**src/rtl/timing_multi.sv**
```systemverilog
// Sub-second tick generator, free-running tick count and NUM_CH run/pause/clear HMS timers.
// Optional lap capture registers are built when TIMING_LAP_EN is defined.
module timing_multi #(
  parameter int unsigned CLK_FREQ_HZ = 500000,
  parameter int unsigned TICK_HZ     = 2,
  parameter int unsigned NUM_CH      = 2,
  parameter int unsigned HOUR_MAX    = 99,
  parameter int unsigned CUM_W       = 19
) (
  input  logic                    clock,
  input  logic                    reset,
  input  logic [NUM_CH-1:0]       run,
  input  logic [NUM_CH-1:0]       clear,
  input  logic [NUM_CH-1:0]       lap,
  output logic                    tick_pulse,
  output logic                    sec_pulse,
  output logic [CUM_W-1:0]        tick_cum,
  output logic [19*NUM_CH-1:0]    HMS_time,
  output logic [NUM_CH-1:0]       overflow,
  output logic [19*NUM_CH-1:0]    lap_time
);

  localparam int unsigned DIV   = CLK_FREQ_HZ / TICK_HZ;
  localparam int unsigned PRE_W = (DIV > 1) ? $clog2(DIV) : 1;
  localparam int unsigned SUB_W = (TICK_HZ > 1) ? $clog2(TICK_HZ) : 1;
  localparam logic [PRE_W-1:0] PRE_LAST   = PRE_W'(DIV - 1);
  localparam logic [SUB_W-1:0] SUB_LAST   = SUB_W'(TICK_HZ - 1);
  localparam logic [6:0]       HOURS_LAST = 7'(HOUR_MAX);

  logic [PRE_W-1:0] pre_q, pre_d;
  logic [SUB_W-1:0] sub_q, sub_d;
  logic             tick_q, tick_d;
  logic             sec_q, sec_d;
  logic [CUM_W-1:0] cum_q, cum_d;
  logic             strobe;

  logic [NUM_CH-1:0][18:0]      hms_q, hms_d;
  logic [NUM_CH-1:0][SUB_W-1:0] csub_q, csub_d;
  logic [NUM_CH-1:0]            ovf_q, ovf_d;
  logic [6:0]                   hrs;
  logic [5:0]                   mins;
  logic [5:0]                   secs;

  always_comb begin
    strobe = (pre_q == PRE_LAST);
    pre_d  = strobe ? '0 : pre_q + 1'b1;
    sub_d  = sub_q;
    sec_d  = 1'b0;
    if (strobe) begin
      if (sub_q == SUB_LAST) begin
        sub_d = '0;
        sec_d = 1'b1;
      end else begin
        sub_d = sub_q + 1'b1;
      end
    end
    tick_d = strobe;
    cum_d  = strobe ? cum_q + 1'b1 : cum_q;
  end

  // Channel sub-counter advances only on its own running strobes, so a pause keeps partial ticks.
  always_comb begin
    hms_d  = hms_q;
    csub_d = csub_q;
    ovf_d  = ovf_q;
    hrs    = '0;
    mins   = '0;
    secs   = '0;
    for (int unsigned c = 0; c < NUM_CH; c++) begin
      {hrs, mins, secs} = hms_q[c];
      if (clear[c]) begin
        hms_d[c]  = '0;
        csub_d[c] = '0;
        ovf_d[c]  = 1'b0;
      end else if (strobe && run[c] && !ovf_q[c]) begin
        if (csub_q[c] != SUB_LAST) begin
          csub_d[c] = csub_q[c] + 1'b1;
        end else begin
          csub_d[c] = '0;
          if (secs != 6'd59) begin
            secs = secs + 6'd1;
          end else begin
            secs = '0;
            if (mins != 6'd59) begin
              mins = mins + 6'd1;
            end else begin
              mins = '0;
              if (hrs != HOURS_LAST) begin
                hrs = hrs + 7'd1;
              end else begin
                // Saturate at the last representable time and freeze until cleared.
                hrs      = HOURS_LAST;
                mins     = 6'd59;
                secs     = 6'd59;
                ovf_d[c] = 1'b1;
              end
            end
          end
          hms_d[c] = {hrs, mins, secs};
        end
      end
    end
  end

  always_ff @(posedge clock or negedge reset) begin
    if (!reset) begin
      pre_q  <= '0;
      sub_q  <= '0;
      tick_q <= 1'b0;
      sec_q  <= 1'b0;
      cum_q  <= '0;
      hms_q  <= '0;
      csub_q <= '0;
      ovf_q  <= '0;
    end else begin
      pre_q  <= pre_d;
      sub_q  <= sub_d;
      tick_q <= tick_d;
      sec_q  <= sec_d;
      cum_q  <= cum_d;
      hms_q  <= hms_d;
      csub_q <= csub_d;
      ovf_q  <= ovf_d;
    end
  end

  assign tick_pulse = tick_q;
  assign sec_pulse  = sec_q;
  assign tick_cum   = cum_q;
  assign HMS_time   = hms_q;
  assign overflow   = ovf_q;

`ifdef TIMING_LAP_EN
  logic [NUM_CH-1:0][18:0] lap_q, lap_d;

  // Captures the registered value, i.e. the time before any increment on the same edge.
  always_comb begin
    lap_d = lap_q;
    for (int unsigned c = 0; c < NUM_CH; c++) begin
      if (clear[c]) begin
        lap_d[c] = '0;
      end else if (lap[c]) begin
        lap_d[c] = hms_q[c];
      end
    end
  end

  always_ff @(posedge clock or negedge reset) begin
    if (!reset) begin
      lap_q <= '0;
    end else begin
      lap_q <= lap_d;
    end
  end

  assign lap_time = lap_q;
`else
  logic unused_lap;
  assign unused_lap = ^lap;
  assign lap_time   = '0;
`endif

endmodule

```
**config.mk**
```make
export PLATFORM = sky130hd
export DESIGN_NAME = timing_multi
export DESIGN_NICKNAME = d
export VERILOG_FILES = /design/src/rtl/timing_multi.sv
export SDC_FILE = /design/constraint.sdc
export NUM_CORES = 1
export LEC_CHECK = 0
export BUFFER_PORTS_ARGS = -buffer_cell sky130_fd_sc_hd__buf_4
export CAP_MARGIN = 20
export CORE_AREA = 2 2 98 100
export CTS_BUF_LIST = sky130_fd_sc_hd__clkbuf_4
export CTS_CLUSTER_DIAMETER = 120
export CTS_CLUSTER_SIZE = 20
export DETAILED_ROUTE_END_ITERATION = 10
export DIE_AREA = 0 0 100 102
export PLACE_DENSITY = 0.74
export SLEW_MARGIN = 20
export SYNTH_ARGS = -nofsm -noshare
export SYNTH_HDL_FRONTEND = slang
export SYNTH_SLANG_ARGS = --single-unit
```
**constraint.sdc**
```tcl
create_clock -name clock -period 3.5 [get_ports clock]
set_clock_uncertainty 0.15 [all_clocks]
set_input_delay 0.525 -clock clock [delete_from_list [all_inputs] [get_ports clock]]
set_output_delay 0.525 -clock clock [all_outputs]
set_load 0.05 [all_outputs]
```
After elaboration in Yosys (flattened, before gate mapping)
Index checks and enable logic that the tools add are counted.
{"block": "classes", "n_addsub": 11, "n_eq_ne": 13, "muxes": 44, "n_reduce_logical": 18}
{"cell": "two-way mux 19 bit", "count": 6}
{"cell": "two-way mux 6 bit", "count": 10}
{"cell": "two-way mux 7 bit", "count": 6}
{"cell": "adder 6 x 1 -> 6 bit (second input constant)", "count": 4}
{"cell": "!= test 6 bit (second input constant)", "count": 4}
{"cell": "two-way mux 1 bit", "count": 21}
{"cell": "adder 19 x 1 -> 19 bit (second input constant)", "count": 1}
{"cell": "adder 18 x 1 -> 18 bit (second input constant)", "count": 1}
{"cell": "equality test 18 bit (second input constant)", "count": 1}
{"cell": "two-way mux 18 bit", "count": 1}
{"cell": "adder 7 x 1 -> 7 bit (second input constant)", "count": 2}
{"cell": "!= test 7 bit (second input constant)", "count": 2}
{"cell": "!= test 2 bit (second input constant)", "count": 6}
{"cell": "AND reduction 5 bit", "count": 2}
{"cell": "AND reduction 4 bit", "count": 2}
{"cell": "nonzero test 2 bit", "count": 4}
{"cell": "AND reduction 3 bit", "count": 2}
{"cell": "logical AND 1 bit", "count": 4}
{"cell": "AND reduction 2 bit", "count": 2}
{"cell": "adder 1 bit (second input constant)", "count": 3}
{"cell": "zero test 1 bit", "count": 2}
{"block": "totals", "regBits": 82, "input_bits": 8, "output_inout_bits": 99, "wordCells": 101}

Depth between registers and ports, before layout
Gate-level depths: netlist (run 1).
{"block": "depth", "depth_word": 7, "mapped_depth": 7, "mapped_depth_nobuf": 6}

Worst setup path before layout (run 1)
OpenSTA, ideal clock, no wires.
{"block": "synth_timing", "path_kind": "register to register", "from": "register pre_q[6]", "to": "register hms_q (netlist bit HMS_time[18])", "setup_ps": 78, "t_arrival_ps": 2629, "required_ps": 3272, "slack_ps": 643, "path_stages_with_launch": 8, "path_buffers": 2, "period_less_slack_ps": 2857, "path_cell_list": "dfrtp_1 -> or4b_1 -> buf_2 -> or3_1 -> buf_2 -> or4_4 -> or4_1 -> a21oi_1"}
{"block": "synth_between", "elab_chain_cells": 5}
{"element": "start: declaration", "line": "30", "rtl": "logic [PRE_W-1:0] pre_q, pre_d;"}
{"element": "start signal: assignment", "line": "116", "rtl": "pre_q <= pre_d;"}
{"element": "equality test 18 bit", "line": "45", "rtl": "strobe = (pre_q == PRE_LAST);"}
{"element": "logical AND 1 bit (2 in a row)", "line": "75", "rtl": "end else if (strobe && run[c] && !ovf_q[c]) begin"}
{"element": "nonzero test 2 bit (no source line)"}
{"element": "AND reduction 4 bit (no source line)"}
{"element": "end signal: assignment", "line": "121", "rtl": "hms_q <= hms_d;"}
{"element": "end: declaration", "line": "37", "rtl": "logic [NUM_CH-1:0][18:0] hms_q, hms_d;"}
No other way between the ends.
A chain may end at the register's enable or synchronous reset.

Worst setup path in the final report (run 1)
Ends and elaborated chain as after synthesis.

==> results of run 1 <==
-- area by class of cell --
cell class	instances	area (sq um)
Inverter	11	41.29
Tap cell	111	138.9
Multi-Input combinational cell	369	2183
Clock inverter	6	57.56
Timing Repair Buffer	70	529.3
Clock buffer	10	75.07
Fill cell	829	4031
Sequential cell	82	2052
-- state kept, by name, summed over array words and instances, names as in the netlist --
signal and count:
tick_cum 19, pre_q 18, csub_q 2, HMS_time 38, tick_pulse 1, sec_pulse 1
sub_q 1, overflow 2
-- per-stage QoR --
| stage | power, mW | utilization | hold WS, ns | std cells |
|---|---|---|---|---|
| after floorplan | 1.120 | - | 0.07941 | 515 |
| after global placement | 1.120 | 0.5424 | 0.2991 | 643 |
| after detailed placement | 1.120 | 0.5424 | 0.3039 | 643 |
| after CTS | 1.656 | 0.5570 | 0.1479 | 659 |
| after global routing | 1.712 | 0.5574 | 0.03287 | 659 |
| final | 1.640 | 0.5574 | -0.03600 | 659 |
-- logic make-up after synthesis --
logic type	share of synthesized area
muxes	0.009213
other	0.0008367
AOI/OAI and AO/OA	0.1128
xor gates and xnor gates	0.06644
adders and majority gates	0.02233
and+or+nand+nor	0.2446
buffers and inverters	0.08598
DFF	0.4578
-- metal layers --
metal / up-vias / part of all wire / GRT usage / wire length (microns)
li1: 1771 / - / - / -
met1: 1795 / 0.47 / 0.2757 / 4555
met2: 99 / 0.48 / 0.3217 / 4632
met3: 10 / 0.044 / 0.02531 / 428
met4: 0 / 0.012 / 0.06533 / 115
met5: - / 0 / 0 / 0
-- power by group through the flow --
stage                     sequential (mW)  clock [mW]  combinational (mW)
final                               0.955       0.538               0.147
after global routing                0.956       0.599               0.157
after CTS                           0.955       0.554               0.147
after detailed placement            0.973           0               0.147
after global placement              0.973           0               0.147
after floorplan                     0.984           0               0.137
-- worst max path at each step --
stage	from	end	slack (ns)	cells past startpoint
after detailed placement	pre_q[6]	HMS_time[18]	0.43	5
final	pre_q[6]	HMS_time[18]	0.42	5
after global routing	pre_q[6]	HMS_time[33]	0.25	5
after global placement	pre_q[6]	HMS_time[18]	0.48	5
after CTS	pre_q[6]	HMS_time[18]	0.43	5
after floorplan	pre_q[6]	HMS_time[18]	0.64	7
-- cells in the final DEF (no fill, tap or decap), types with 13 or more instances in the layout --
cell type and instances:
xnor2_1 20, nor2_1 38, a21oi_1 36, nor3_1 13, o21ai_0 23, nand2_1 28
or3_1 13, buf_4 69, dfrtp_1 82, xor2_1 14, nand3_1 27, or4_1 17
conb_1 38
==> results.py, run 1 <==
metrics = {
    "worst_setup_path": {
        "cp.required_ns": 3.71,
        "slowest_stage": "or4b_1",
        "timing.rr.end": "HMS_time[18]",
        "r2r_cells": 5,
        "path_delay_family": "simple AND/OR/NAND/NOR gates",
        "crit_chain": "or4b_1 > or3_1 > or4_4 > or4_1 > a21oi_1",
        "arrival_ns": 3.29,
        "crit_fanout": 7,
        "r2r-start": "pre_q[6]",
        "critPathKind": "flip-flop to flip-flop",
        "endpoint_kind": "flip-flop",
        "r2r_slack_ns": 0.42,
        "max_stage_delay_ns": 0.70,
        "path_buf_inv": 0,
        "crit_path_start_kind": "flip-flop",
    },
    "timing": {
        "maxSlewHeadroom": 0.4942,
        "tightest_slew_ns": 0.7587,
        "rsz0062_at_grt": "no",
        "hold_violations": 16,
        "fin_crit_sh": 0.8814,
        "worst_slack_ns": 0.4151,
        "tns_ns": 0,
        "final-setup-viol-count": 0,
        "maxSlewViolCount": 0,
        "final.min_clock_period_ns": 3.085,
        "hold_ws_ns": -0.03600,
        "fmax_mhz": 324.2,
    },
    "power_and_ir_drop": {
        "vdd_drop_max_v": 0.0001953,
        "p_per_area_nw_per_um2": 323.0,
        "leakage_nw": 2.353,
        "clock_power_share": 0.328,
        "p_comb_frac": 0.090,
        "p_sw_frac": 0.2777,
        "seqPwrFrac": 0.582,
        "p_int_mw": 1.185,
        "switching_power_uw": 455.4,
    },
    "flow_run": {
        "cap_violations": 0,
    },
    "logic_synthesis": {
        "synth-main-ff-cell": "dfrtp_1",
        "ys_seq_area_frac": 0.4578,
        "synthArstFlopShare": 1.000,
        "synth-seq-cells": 82,
        "yosysTopAreaCell": "dfrtp_1",
        "syn-cell-area_sq_um": 4482,
        "ys_warn_count": 0,
        "synth_edf_count": 0,
        "netlist_top_cells_count": "82 x dfrtp_1, 38 x buf_4, 38 x nor2_1, 36 x a21oi_1, 28 x nand2_1",
        "synthCells": 478,
        "yosysMostFrequentCell": "dfrtp_1",
        "postSynthAreaPerCell_sq_um": 9.376,
        "synth_cell_type_count": 47,
        "netlist_top_cells_area": "dfrtp_1 46%, buf_4 6.4%, a21oi_1 4.0%",
        "synth.top_cell.area_share": 0.4578,
    },
    "status": {
        "status": "complete, but fails checks",
        "violations": "negative hold slack",
    },
    "finish": {
        "final_nets": 559,
        "n_antenna_cell": 0,
        "stdcell_area_sq_um": 5077,
        "layout-drive-gt1-share": 0.1697,
        "synthToLayoutAreaGrowth_pct": 13.29,
    },
    "floorplan": {
        "ioPinCount": 107,
        "start_util": 0.4920,
        "num_rows": 35,
        "core_area_sq_um": 9109,
        "fp.dieArea_sq_um": 10200,
        "die_w_microns": 100,
        "dieHeight_microns": 102,
    },
    "cts": {
        "cts.clk_slew.worst_paths_ns": 0.13,
        "cts_hold_buf": 0,
        "cts-root-buf": "clkbuf_4",
        "clk_latency_ns": 0.41,
        "cts_inserted_buffers": 9,
        "post_cts_buffers": 0,
        "cts_tree": "built",
        "h-tree-depth": 3,
        "cts_resized": 0,
        "cts.sinks": 82,
        "clock_tree.buffer_depth": 2,
    },
    "grt": {
        "antenna_found_initial": 0,
        "grt_overflow": 0,
        "grt_pass1_wl_microns": 16440,
        "grt_start_max_net_pins": 83,
        "grt_use_total": 0.1973,
        "grt_pass1_vias": 3475,
    },
    "worst_hold_path": {
        "hp-class": "input pin to asynchronous set/reset pin",
    },
    "place": {
        "dpl_cell_area_sq_um": 4941,
        "io_buffer_count": 66,
        "post-place-ws_ns": 0.4347,
        "gp_congestion": 0.8382,
        "dp_hpwl_microns": 6888,
    },
    "route": {
        "dr.pass1.iters": 4,
        "vias": 3675,
        "wl_per_cell_microns": 14.77,
        "drt_wl_total_microns": 9731,
        "detail_route.vias_per_cell": 5.577,
        "final_antenna_net_count": 0,
        "drc": 0,
        "drt_iter0_markers": 240,
    },
}
No activity file was read; power rests on OpenSTA's default activity.
==> inputs of run 2 (changes only) <==
- CORE_AREA: 2 2 98 100 -> 2 2 70 139
- DIE_AREA: 0 0 100 102 -> 0 0 72 141
- HOLD_SLACK_MARGIN: default -> 0.15
==> run 2 against run 1 <==
Effect of this change: the flow now finishes without violations; first-iteration DRC count down 26%; sequential share of layout area down 0.34 points; non-clock buffer count up 3; global-route usage down 0.30 points; clock power up 14%; clock-buffer cell count unchanged; combinational power about the same; fmax up 2.5%; die area down 0.47%; design area up 0.84%; final cell count down 0.46%; largest power group unchanged.
==> results.py, run 2 (synthesis results as in run 1) <==
metrics = {
    "route": {
        "drt_iter0_markers": 178,
        "drt_wl_total_microns": 9400,
        "final_antenna_net_count": 0,
        "detail_route.vias_per_cell": 5.564,
        "dr.pass1.iters": 4,
        "wl_per_cell_microns": 14.33,
        "drc": 0,
        "vias": 3650,
    },
    "cts": {
        "cts.clk_slew.worst_paths_ns": 0.14,
        "cts.sinks": 82,
        "h-tree-depth": 3,
        "cts_resized": 0,
        "clk_latency_ns": 0.44,
        "cts-root-buf": "clkbuf_4",
        "cts_inserted_buffers": 9,
        "cts_tree": "built",
        "post_cts_buffers": 0,
        "clock_tree.buffer_depth": 2,
    },
    "power_and_ir_drop": {
        "vdd_drop_max_v": 0.0002813,
        "leakage_nw": 2.383,
        "finalPower_mw": 1.717,
        "p_per_area_nw_per_um2": 335.4,
    },
    "worst_setup_path": {
        "r2r_slack_ns": 0.49,
        "arrival_ns": 3.24,
        "crit_path_start_kind": "flip-flop",
        "endpoint_kind": "flip-flop",
        "cp.required_ns": 3.73,
        "critPathKind": "flip-flop to flip-flop",
        "crit_fanout": 7,
    },
    "floorplan": {
        "core_area_sq_um": 9196,
        "die_w_microns": 72,
        "dieHeight_microns": 141,
        "ioPinCount": 107,
        "start_util": 0.4873,
        "fp.dieArea_sq_um": 10150,
        "num_rows": 50,
    },
    "grt": {
        "grt-busiest-layer": "met2",
        "use_met3": 0.03717,
        "antenna_found_initial": 1,
        "grt_start_max_net_pins": 83,
        "grt_use_met1": 0.2725,
        "grt_pass1_vias": 3363,
        "met2_usage": 0.3051,
        "grt_overflow": 0,
        "grt_pass1_wl_microns": 15990,
        "grt_use_total": 0.1943,
    },
    "place": {
        "dp_hpwl_microns": 6686,
        "dpl_cell_area_sq_um": 4947,
        "place_inst": 638,
        "io_buffer_count": 66,
        "gp_congestion": 0.8738,
    },
    "finish": {
        "multi_input_area_sq_um": 2183,
        "layout-drive-gt1-share": 0.1742,
        "final_nets": 562,
        "final.fill_count": 851,
        "regArea_sq_um": 2052,
        "largest_reg_flops": 38,
        "final_common_cell": "dfrtp_1",
        "synthToLayoutAreaGrowth_pct": 14.24,
        "layout.cells.non_filler": 656,
        "stdcell_area_sq_um": 5120,
        "mostFrequentLayoutCells": "82 x dfrtp_1, 71 x buf_4, 38 x nor2_1, 38 x conb_1, 36 x a21oi_1",
    },
    "timing": {
        "hold_ws_ns": 0.2495,
        "hold_violations": 0,
        "fin_crit_sh": 0.8599,
        "maxSlewViolCount": 0,
        "tightest_slew_ns": 0.7596,
        "rsz0062_at_grt": "no",
        "final.min_clock_period_ns": 3.010,
        "final-setup-viol-count": 0,
        "maxSlewHeadroom": 0.4936,
        "fmax_mhz": 332.3,
        "tns_ns": 0,
    },
    "worst_hold_path": {
        "hp-class": "input pin to flip-flop",
    },
    "status": {
        "status": "completed",
    },
    "flow_run": {
        "cap_violations": 0,
    },
}
run 2: changes by cell type in the layout (fill, tap and decap cells not counted), sizes merged:
cell,change
buf,+2
bufinv,+1
clkinvlp,-1
diode,+1
dlygate4sd3,+1
run 2: worst max-delay path, stage by stage (launching register included):
cell     delay, ns
dfrtp_1       0.42
or4b_1        0.66
or3_1         0.52
or4_4         0.60
or4_1         0.48
a21oi_1       0.14
run 2: what timing repair did:
action                     CTS  global route
hold endpoints to repair    50             0
hold buffers                 1             0
setup endpoints to repair    0             0
run 2: path summary, 6_finish.rpt:
check	depth (start not counted)	to	from
min in group asynchronous	2	HMS_time[34]	reset
worst max register to register	5	HMS_time[18]	pre_q[6]
worst min-delay path	2	HMS_time[16]	clear[0]
worst min register to register	1	sub_q	sub_q
max in group asynchronous	2	HMS_time[13]	reset
worst max-delay path	5	HMS_time[18]	pre_q[6]
run 2: cell type report:
cell class | count | share of cell area
well taps | 104 | 0.02542
flip-flops and latches | 82 | 0.4008
diodes | 1 | 0.0004888
inverters | 11 | 0.008065
clock inverters | 6 | 0.01588
multi-input cells | 369 | 0.4264
clock buffers | 10 | 0.01466
repair buffers | 73 | 0.1083
run 2: power breakdown:
part / leakage (nW) / internal (mW) / switching [mW] / total, mW
registers: 1.13 / 0.950 / 0.00432 / 0.955
clock network: 0.0838 / 0.293 / 0.322 / 0.615
logic: 1.17 / 0.0149 / 0.133 / 0.148
run 2: metal layers:
layer | share of wire | wire, microns
met4 | 0.0097 | 91
met3 | 0.040 | 373
met5 | 0 | 0
met1 | 0.46 | 4310
met2 | 0.49 | 4625
run 2: metrics by stage:
step | utilization | worst slack, ns
floorplan | - | 0.6430
detailed placement | 0.5380 | 0.4956
global route | 0.5567 | 0.1976
global placement | 0.5380 | 0.5055
finish | 0.5567 | 0.4904
CTS | 0.5561 | 0.4781
